File: src/rtl/pipe_ctrl.sv
// Central stall/flush/redirect controller for the five-stage RV32 pipeline.
// Merges hazard stall requests, sequences multi-cycle EXE ops and defers redirects across MEM stalls.
//
//   state   | meaning
//   IDLE    | no multi-cycle op in flight; redirects and op starts are accepted
//   MC_WAIT | multi-cycle op in flight; mc_cnt holds the remaining stall cycles
module pipe_ctrl #(
    parameter int MC_CNT_WIDTH = 6,
    parameter int PC_WIDTH     = 32
) (
    input  logic                    clk_i,
    input  logic                    rst_i,
    input  logic                    id_stallreq_i,
    input  logic                    exe_mc_start_i,
    input  logic [MC_CNT_WIDTH-1:0] exe_mc_cycles_i,
    input  logic                    mem_stallreq_i,
    input  logic                    exe_jump_i,
    input  logic [PC_WIDTH-1:0]     exe_jump_addr_i,
    output logic [4:0]              stall_o,
    output logic                    flush_o,
    output logic                    pc_redirect_o,
    output logic [PC_WIDTH-1:0]     new_pc_o,
    output logic                    mc_busy_o,
    output logic                    mc_done_o
);

    typedef enum logic {IDLE, MC_WAIT} state_t;

    localparam logic [4:0] STALL_ID  = 5'b00011;
    localparam logic [4:0] STALL_EXE = 5'b00111;
    localparam logic [4:0] STALL_MEM = 5'b01111;

    state_t                  state, state_nxt;
    logic [MC_CNT_WIDTH-1:0] mc_cnt, mc_cnt_nxt;
    logic                    jpend, jpend_nxt;
    logic [PC_WIDTH-1:0]     jpend_addr, jpend_addr_nxt;

    logic                    exe_stall;
    logic                    redirect;
    logic                    busy;
    logic                    done;
    logic [PC_WIDTH-1:0]     target;

    always_ff @(posedge clk_i or posedge rst_i) begin
        if (rst_i) begin
            state      <= IDLE;
            mc_cnt     <= '0;
            jpend      <= 1'b0;
            jpend_addr <= '0;
        end else begin
            state      <= state_nxt;
            mc_cnt     <= mc_cnt_nxt;
            jpend      <= jpend_nxt;
            jpend_addr <= jpend_addr_nxt;
        end
    end

    always_comb begin
        state_nxt      = state;
        mc_cnt_nxt     = mc_cnt;
        jpend_nxt      = jpend;
        jpend_addr_nxt = jpend_addr;
        exe_stall      = 1'b0;
        redirect       = 1'b0;
        busy           = 1'b0;
        done           = 1'b0;
        target         = '0;

        case (state)
            IDLE: begin
                // A latched redirect belongs to the instruction still in EXE, so a live jump is ignored
                if (jpend && !mem_stallreq_i) begin
                    redirect  = 1'b1;
                    target    = jpend_addr;
                    jpend_nxt = 1'b0;
                end else if (exe_jump_i && !mem_stallreq_i) begin
                    redirect = 1'b1;
                    target   = exe_jump_addr_i;
                end else if (exe_jump_i && mem_stallreq_i && !jpend) begin
                    jpend_nxt      = 1'b1;
                    jpend_addr_nxt = exe_jump_addr_i;
                end

                if (exe_mc_start_i && !exe_jump_i) begin
                    exe_stall = 1'b1;
                    if (exe_mc_cycles_i <= MC_CNT_WIDTH'(1)) begin
                        done = 1'b1;
                    end else begin
                        busy       = 1'b1;
                        mc_cnt_nxt = exe_mc_cycles_i - MC_CNT_WIDTH'(1);
                        state_nxt  = MC_WAIT;
                    end
                end
            end
            MC_WAIT: begin
                exe_stall  = 1'b1;
                busy       = 1'b1;
                mc_cnt_nxt = mc_cnt - MC_CNT_WIDTH'(1);
                if (mc_cnt <= MC_CNT_WIDTH'(1)) begin
                    done       = 1'b1;
                    mc_cnt_nxt = '0;
                    state_nxt  = IDLE;
                end
            end
            default: state_nxt = IDLE;
        endcase
    end

    // Outputs are forced quiet while reset is held, even if requests are still asserted
    always_comb begin
        stall_o       = '0;
        flush_o       = 1'b0;
        pc_redirect_o = 1'b0;
        new_pc_o      = '0;
        mc_busy_o     = 1'b0;
        mc_done_o     = 1'b0;
        if (!rst_i) begin
            if (id_stallreq_i && !redirect) stall_o = stall_o | STALL_ID;
            if (exe_stall)                  stall_o = stall_o | STALL_EXE;
            if (mem_stallreq_i)             stall_o = stall_o | STALL_MEM;
            flush_o       = redirect;
            pc_redirect_o = redirect;
            new_pc_o      = target;
            mc_busy_o     = busy;
            mc_done_o     = done;
        end
    end

endmodule

File: config.mk
export PLATFORM = sky130hd
export DESIGN_NAME = pipe_ctrl
export DESIGN_NICKNAME = d
export VERILOG_FILES = /design/src/rtl/pipe_ctrl.sv
export SDC_FILE = /design/constraint.sdc
export NUM_CORES = 1
export LEC_CHECK = 0
export CAP_MARGIN = 40
export CORE_MARGIN = 3
export CORE_UTILIZATION = 25
export CTS_CLUSTER_DIAMETER = 80
export DETAILED_ROUTE_END_ITERATION = 10
export GPL_ROUTABILITY_DRIVEN = 0
export HOLD_SLACK_MARGIN = 0.06
export SLEW_MARGIN = 25
export SYNTH_ARGS = -nofsm -noshare
export SYNTH_HDL_FRONTEND = slang
export SYNTH_SLANG_ARGS = --single-unit
File: constraint.sdc
create_clock -name clk_i -period 5.5 [get_ports clk_i]
set_input_delay 1.1 -clock clk_i [delete_from_list [all_inputs] [get_ports clk_i]]
set_output_delay 1.1 -clock clk_i [all_outputs]
set_load 0.01 [all_outputs]
* After elaboration in Yosys (flattened, before gate mapping)
Cells that the tools add are included.
** Storage, ports and cells
- ROM bits :: 0
- Output and inout port bits :: 41
- Register bits :: 40
- RAM bits :: 0
- Logic and storage cells :: 60
- Bits in latches :: 0
- Input port bits :: 44
- Memories kept :: 0
** Operators by class
- $lt $le $gt $ge :: 2
- Mux-type cells :: 32
- Shift-type cells :: 0
- Multiply operators :: 0
- Bitwise logic cells :: 3
- Equality and inequality tests :: 3
- Reduce and logical (&&, ||, !) cells :: 14
- Div/mod/pow operators :: 0
- Add/sub/neg operators :: 2
** Operators with widths (number)
- two-way mux 32 bit :: 4
- two-way mux 6 bit :: 3
- two-way mux 1 bit :: 16
- less-or-equal comparator 6 x 1 -> 1 bit (second input constant) :: 2
- one-hot mux 6 bit (2 select lines) :: 1
- subtractor 6 x 1 -> 6 bit (second input constant) :: 2
- one-hot mux 1 bit (2 select lines) :: 4
- logical AND 1 bit :: 6
- inequality test 2 bit (second input constant) :: 3
- two-way mux 5 bit :: 1
- logical NOT 1 bit :: 4
- two-way mux 4 bit :: 1
- AND reduction 4 bit :: 1
- two-way mux 3 bit :: 1
- inverter 1 bit :: 3
- AND reduction 3 bit :: 1
- two-way mux 2 bit :: 1
- AND reduction 2 bit :: 1
- nonzero test 2 bit :: 1

* Depth between registers and ports, before layout
Gate-level depths: netlist of run 1.
- Depth in word-level cells :: 11
- Depth in mapped cells :: 6
- Mapped depth without buffers :: 6

* Least setup slack after synthesis of run 1
No wires, ideal clock.
- Path kind :: input to output
- Start :: in rst_i
- End :: out pc_redirect_o
- Buffers on the path :: 1
- Arrival :: 2.823 ns
- Data required time :: 4.400 ns
- Cell stages on the path :: 4
- Setup slack :: 1.577 ns
- Cells stage by stage :: inv_1 -> nand2_1 -> nor3_1 -> buf_4
** Between the ends
- Word-level cells in the longest chain between the ends :: 1
** RTL lines
- start, declared :: RTL line 12 : input logic rst_i,
- two-way mux 1 bit
- end, declared :: RTL line 21 : output logic pc_redirect_o,
No other way between the ends.

* Final worst setup path of run 1
- Start :: in mem_stallreq_i
- End :: out new_pc_o[31]
** Between the ends
- Word-level cells in the longest chain between the ends :: 6
- Elaborated cells on any way between the ends :: 7
- Classes of those cells :: 4 x mux; 3 x reduce/logical
** RTL lines
- start, declared :: RTL line 16 : input logic mem_stallreq_i,
- logical NOT 1 bit (*) :: RTL line 72, 76
- logical AND 1 bit :: RTL line 76 : end else if (exe_jump_i && !mem_stallreq_i) begin
- two-way mux 32 bit :: RTL line 76
- two-way mux 32 bit (*) :: RTL line 72 : if (jpend && !mem_stallreq_i) begin
- two-way mux 32 bit (*) :: RTL line 69 : case (state)
- two-way mux 32 bit (*) :: RTL line 117 : if (!rst_i) begin
- end, declared :: RTL line 22 : output logic [PC_WIDTH-1:0] new_pc_o,
Mark *: on every way between the ends. The rest lies on a longest branch, timed or not.

==> results of run 1 <==
## state kept, by name, indices dropped and copies added (netlist names)
| register | cells |
|---|---|
| jpend_addr | 32 |
| state | 1 |
| jpend | 1 |
| mc_cnt | 6 |
## how the worst max path moves through the flow
stage	from	end	slack, ns	depth (start not counted)
after detailed placement	mem_stallreq_i	new_pc_o[31]	1.06	6
final	mem_stallreq_i	new_pc_o[31]	1.10	6
after CTS	mem_stallreq_i	new_pc_o[31]	1.07	6
after global placement	mem_stallreq_i	new_pc_o[31]	1.09	6
after global routing	mem_stallreq_i	new_pc_o[31]	0.95	6
after floorplan	rst_i	pc_redirect_o	1.58	4
## final cells by class
type | instances | area [um2]
fillers | 929 | 5530
multi-input cells | 162 | 1230
flip-flops and latches | 40 | 1000
repair buffers | 90 | 887
well taps | 108 | 135
clock buffers | 6 | 72.6
inverters | 8 | 30.0
clock inverters | 1 | 5.00
## power by group
group	switching, W	internal (W)	total (W)
logic	0.000234	0.000285	0.000519
registers	0.000105	0.000437	0.000542
clock network	0.0000951	0.0000863	0.000181
## synthesized netlist by cell type
master | number | area share, %
a21oi_1 | 3 | 0.64
a221o_1 | 1 | 0.43
a22o_1 | 3 | 1.1
a22oi_1 | 33 | 11
a31o_2 | 1 | 0.37
buf_1 | 2 | 0.32
buf_2 | 7 | 1.5
buf_4 | 3 | 0.96
clkbuf_1 | 6 | 0.96
conb_1 | 1 | 0.16
dfrtp_1 | 40 | 43
ha_1 | 4 | 2.1
inv_1 | 7 | 1.1
inv_2 | 1 | 0.16
mux2_1 | 30 | 14
mux2_2 | 2 | 0.96
mux2_4 | 2 | 1.3
nand2_1 | 1 | 0.16
nand2b_1 | 2 | 0.53
nand3_1 | 2 | 0.43
nand3b_1 | 1 | 0.32
nand4b_1 | 1 | 0.37
nor2_1 | 44 | 7.1
nor2b_1 | 2 | 0.53
nor3_1 | 5 | 1.1
nor3_2 | 1 | 0.43
nor3b_1 | 1 | 0.32
nor4b_1 | 1 | 0.37
nor4b_4 | 1 | 1.0
o21ai_1 | 1 | 0.21
o21ai_2 | 2 | 0.75
o21bai_1 | 1 | 0.32
o22ai_1 | 5 | 1.3
o22ai_2 | 1 | 0.53
o311a_4 | 1 | 0.91
o311ai_1 | 1 | 0.37
o31ai_1 | 1 | 0.32
o32ai_1 | 1 | 0.37
or3_4 | 2 | 0.96
or4_1 | 1 | 0.32
xnor2_1 | 3 | 1.1
## per-stage QoR
| stage | instances | hold slack (ns) | setup WS [ns] | area (um2) |
|---|---|---|---|---|
| detailed placement | 408 | 0.477 | 1.06 | 3280 |
| finish | 415 | 0.488 | 1.10 | 3360 |
| global route | 415 | 0.502 | 0.950 | 3360 |
| CTS | 415 | 0.494 | 1.07 | 3360 |
| floorplan | 228 | 0.459 | 1.58 | 2340 |
| global placement | 407 | 0.468 | 1.09 | 3270 |
## kinds of logic after synthesis
group                    Yosys count  share of synthesized area (%)
AND/OR/NAND/NOR                   65                           13.9
AO/OA/AOI/OAI                     55                           18.3
flip-flops                        40                           42.7
multiplexers                      34                           16.7
buffers and inverters             26                           5.02
adder cells (fa/ha/maj)            4                           2.14
XOR/XNOR                           3                           1.12
other                              1                          0.160
## routing by layer
metal	vias to the layer above	wire, um	global-route usage, %	share of wire (%)
met5	-	0	0	0
met4	0	21	2.69	0.35
met3	2	401	3.18	6.7
met2	61	2880	19.8	48
met1	953	2690	15.4	45
li1	985	-	-	-
## critical path: stages
cell	delay (ns)
clkdlybuf4s50_1	0.53
nor2b_2	0.55
buf_4	0.34
a22oi_1	0.09
nor2_1	0.12
clkdlybuf4s50_1	0.56
==> impl_results.md, run 1 <==
* Fmax achieved at 0.227 GHz
* Number of global-route vias before repair at 2,035
* Clk sinks at 40
* Setup Fix Bufs, Post-CTS at 0
* Post-layout util at 37.8%
* Antenna diodes at 0
* DR WL/cell at 14.4 um
* Post-Syn Area per Cell at between 10 and 15 um2
* PortBufs at 83
* Leakage power at approximately 1.3 nW
* Final Hold Violating Endpoints at 0
* Die height at around 100 um
* Starting DRT DRC Count at 50
* Num rows at 34
* Crit start category: input port
* Core area at a little under 0.009 mm2
* Synthesized cell area at approximately 0.0023 mm2
* Post-DP HPWL at 4.59 mm
* Worst Clk Skew at 0.00651 ns
* Area growth, synth to finish at 43.5%
* Clk_lat worst skew at around 0.28 ns
* Peak VDD IR at 0.0000919 V
* Worst path required time at 4.40 ns
* Mapped Cells at approximately 230
* R2R Path End: jpend_addr[3]$_DFFE_PP0P_
* Number of I/O pins at 85
* Final net count at 355
* Status: complete, no violations
* Yosys cell types at 41
* Worst-path clk slew at 0.07 ns
* RSZ-0062 raised after global routing: no
* Largest net degree at the start of global routing at 42
* Critical-path maximum fanout at 18
* Hold Crit Class: reg2reg
* Die ar. at around 0.011 mm2
* First-pass GRT wire length at 9.99 mm
* CP arrival at 3.30 ns
* Remaining routing DRC violations at 0
* Register area share after synthesis at a little over two fifths
* Fin crit period at 4.40 ns
* First drt pass iteration count at 4
* Setup tns final at 0 ns
* Net count after synthesis at 276
* Max_cap viols at 0
* Reg2reg setup slack at 3.32 ns
* Worst Tran Pin Value at 0.720 ns
* Vias per cell at slightly below 5
* Initial core utilization at 26.3%
* Final setup vio count at 0
* CP endpoint kind: primary output
* CTS root buf: clkbuf_8
* Commonest cells after routing, fill and taps aside: clkdlybuf4s50_1 (83), nor2_1 (44), dfrtp_1 (40)
* PwrDens at 370 mW/mm2
* Worst hold path stage count at 1
* YS warnings at 0
* Worst Reg-to-Reg Cells at 3
* Worst setup path class: in2out
* Cts hold-fix bufs at 0
* CTS tree: yes
* Cts repair resizes at 0
* RR Startpoint: state$_DFF_PP0_
* Total track usage at 11.9%
* Slew margin rel. at 52.0%
* Routed Antenna Nets at 0
* Number of buffers created by CTS at 5
* Fin crit share at 80.0%
* Hold path startpoint: jpend_addr[15]$_DFFE_PP0P_
* Remaining Overflow, GRT at 0
* H-tree Lvls at 2
* DIE WIDTH at 103 um
* Post-synthesis register bit count at 40
* Final slew viol count at 0
* Most common cell after layout, fill and taps aside: clkdlybuf4s50_1
* CTS Buffer Depth at 2
* Power Total at between 0.001 and 0.0015 W
* WL final at 5.99 mm
* Share of cells above drive strength 1 at 9.77%
* Worst hold endpoint: jpend_addr[15]$_DFFE_PP0P_
* Initial antenna violation count at 0
* Vias at between 2,000 and 2,500
No activity file was read; power rests on OpenSTA's default activity.
==> run 2: changes to the inputs <==
==> constraint.sdc (replaced) <==
create_clock -name clk_i -period 3.6 [get_ports clk_i]
set_input_delay 0.72 -clock clk_i [delete_from_list [all_inputs] [get_ports clk_i]]
set_output_delay 0.72 -clock clk_i [all_outputs]
set_load 0.01 [all_outputs]
==> run 2 against run 1 <==
Net effect:
- global-route usage grew 0.070 points
- clock skew down 0.0019 ns
- via count rose by 1.0%
- register-to-register slack worse by 1.5 ns
- largest cell class unchanged
==> impl_results.md, run 2 (synthesis results as in run 1) <==
* Slew margin rel. at about two thirds
* Clk sinks at 40
* Starting DRT DRC Count at 59
* First-pass GRT wire length at just over 10 mm
* CTS Buffer Depth at 2
* Worst hold path stage count at 1
* Core area at between 0.008 and 0.009 mm2
* Worst-path cell chain: clkdlybuf4s50_1, inv_1, ha_1, nor2_1, o311a_4, nor2_1, nor2_1, clkdlybuf4s50_1
* Cts hold-fix bufs at 0
* RR Startpoint: state$_DFF_PP0_
* Post-DP HPWL at 4.38 mm
* Number of global-route vias before repair at about 2,000
* H-tree Lvls at 2
* Reg power frac at 40.1%
* Antenna diodes at 0
* CP max-delay cell: clkdlybuf4s50_1
* P_sw at 0.000679 W
* CTS tree: yes
* Max_cap viols at 0
* CP endpoint kind: primary output
* CP max stage delay at between 0.5 and 0.6 ns
* Final setup vio count at 0
* CP bufs+invs at 3
* Crit start category: input port
* Share of cells above drive strength 1 at 10.9%
* Number of buffers created by CTS at 5
* Vias at 2,021
* Commonest cells after routing, fill and taps aside: clkdlybuf4s50_1 (83), nor2_1 (44), dfrtp_1 (40)
* Leakage power at 1.33 nW
* Num rows at 34
* PortBufs at 83
* DP Area at 0.00330 mm2
* First drt pass iteration count at 4
* Vias per cell at 4.82
* Largest register FFs at 32
* Worst Tran Pin Value at 0.515 ns
* Final Instance Area at 0.00341 mm2
* Hold path startpoint: jpend_addr[27]$_DFFE_PP0P_
* Worst hold endpoint: jpend_addr[27]$_DFFE_PP0P_
* DIE WIDTH at between 100 and 150 um
* Remaining Overflow, GRT at 0
* Worst-path clk slew at 0.07 ns
* Final slew viol count at 0
* WL final at ~5.9 mm
* Final Hold Violating Endpoints at 0
* Critical-path maximum fanout at 5
* Switching share of power at 34.0%
* Clk_lat worst skew at 0.29 ns
* Hold Crit Class: reg2reg
* Setup Fix Bufs, Post-CTS at 0
* Fin crit period at approximately 3.4 ns
* Fin crit share at 94.3%
* Internal at 0.00132 W
* Total track usage at between 10% and 20%
* Worst Reg-to-Reg Cells at 4
* Status: complete, no violations
* Reg2reg setup slack at between 1.5 and 2 ns
* Final net count at 358
* Die ar. at between 0.01 and 0.015 mm2
* Worst Clk Skew at around 0.0047 ns
* Routed Antenna Nets at 0
* CTS root buf: clkbuf_8
* R2R Path End: jpend_addr[18]$_DFFE_PP0P_
* Peak VDD IR at 0.000235 V
* Minimum hold slack at 0.488 ns
* Clock share of power at 18.0%
* Most frequent cell on the critical path: nor2_1
* Largest reg by FF count: jpend_addr
* Fmax achieved at 0.295 GHz
* DR WL/cell at between 10 and 15 um
* Area growth, synth to finish at 45.6%
* Most common cell after layout, fill and taps aside: clkdlybuf4s50_1
* Remaining routing DRC violations at 0
* Delay-heaviest family, CP: buffers and inverters
* Initial core utilization at between 20% and 30%
* Die height at 103 um
* Worst setup path class: in2out
* CP arrival at 2.67 ns
* Setup tns final at 0 ns
* Number of I/O pins at 85
* Initial antenna violation count at 0
* PwrDens at 586 mW/mm2
* RSZ-0062 raised after global routing: no
* Largest net degree at the start of global routing at 41
* Cts repair resizes at 0
* Top Registers: jpend_addr: 32 flops, mc_cnt: 6 flops
* Worst path required time at 2.88 ns
* Comb power frac at 41.9%
-- run 2: worst max path at each step --
stage | from | to | slack, ns | cells after the start
2_1_floorplan | rst_i | pc_redirect_o | 0.44 | 4
6_report | exe_mc_cycles_i[1] | mc_busy_o | 0.21 | 8
3_5_place_dp | exe_mc_cycles_i[1] | mc_busy_o | 0.19 | 8
3_3_place_gp | exe_mc_cycles_i[3] | mc_busy_o | 0.22 | 6
5_1_grt | exe_mc_cycles_i[1] | mc_busy_o | 0.05 | 8
4_1_cts | exe_mc_cycles_i[1] | mc_busy_o | 0.19 | 8
-- run 2: power groups by stage --
stage | Sequential [W] | Clock (W) | Combinational, W
6_report | 0.000801 | 0.000359 | 0.000837
5_1_grt | 0.000837 | 0.000395 | 0.000947
4_1_cts | 0.000801 | 0.000378 | 0.000849
3_5_place_dp | 0.000810 | 0 | 0.000845
3_3_place_gp | 0.000802 | 0 | 0.000830
2_1_floorplan | 0.000776 | 0 | 0.000595
-- run 2: layout make-up --
cell class                 instances  area [um2]
clock inverter                     2        35.0
sequential                        40        1000
clock buffer                       6        72.6
fill                             895        5480
multi-input combinational        162        1230
tap                              108         135
inverter                           8        30.0
timing repair buffer              93         906
-- run 2: layer usage --
layer	share of wire [%]	GRT usage, %	wire length [um]
met3	5.1	2.50	305
met5	0	0	0
met4	0.77	2.09	46
met1	46	16.0	2740
met2	48	20.1	2850
-- run 2: through the flow --
stage / utilization [%] / power [W] / setup WS (ns) / cells
detailed placement: 37.2 / 0.00166 / 0.189 / 411
CTS: 38.4 / 0.00203 / 0.188 / 419
finish: 38.4 / 0.00200 / 0.206 / 419
global placement: 37.2 / 0.00163 / 0.218 / 411
floorplan: - / 0.00137 / 0.437 / 228
global route: 38.4 / 0.00218 / 0.0507 / 419
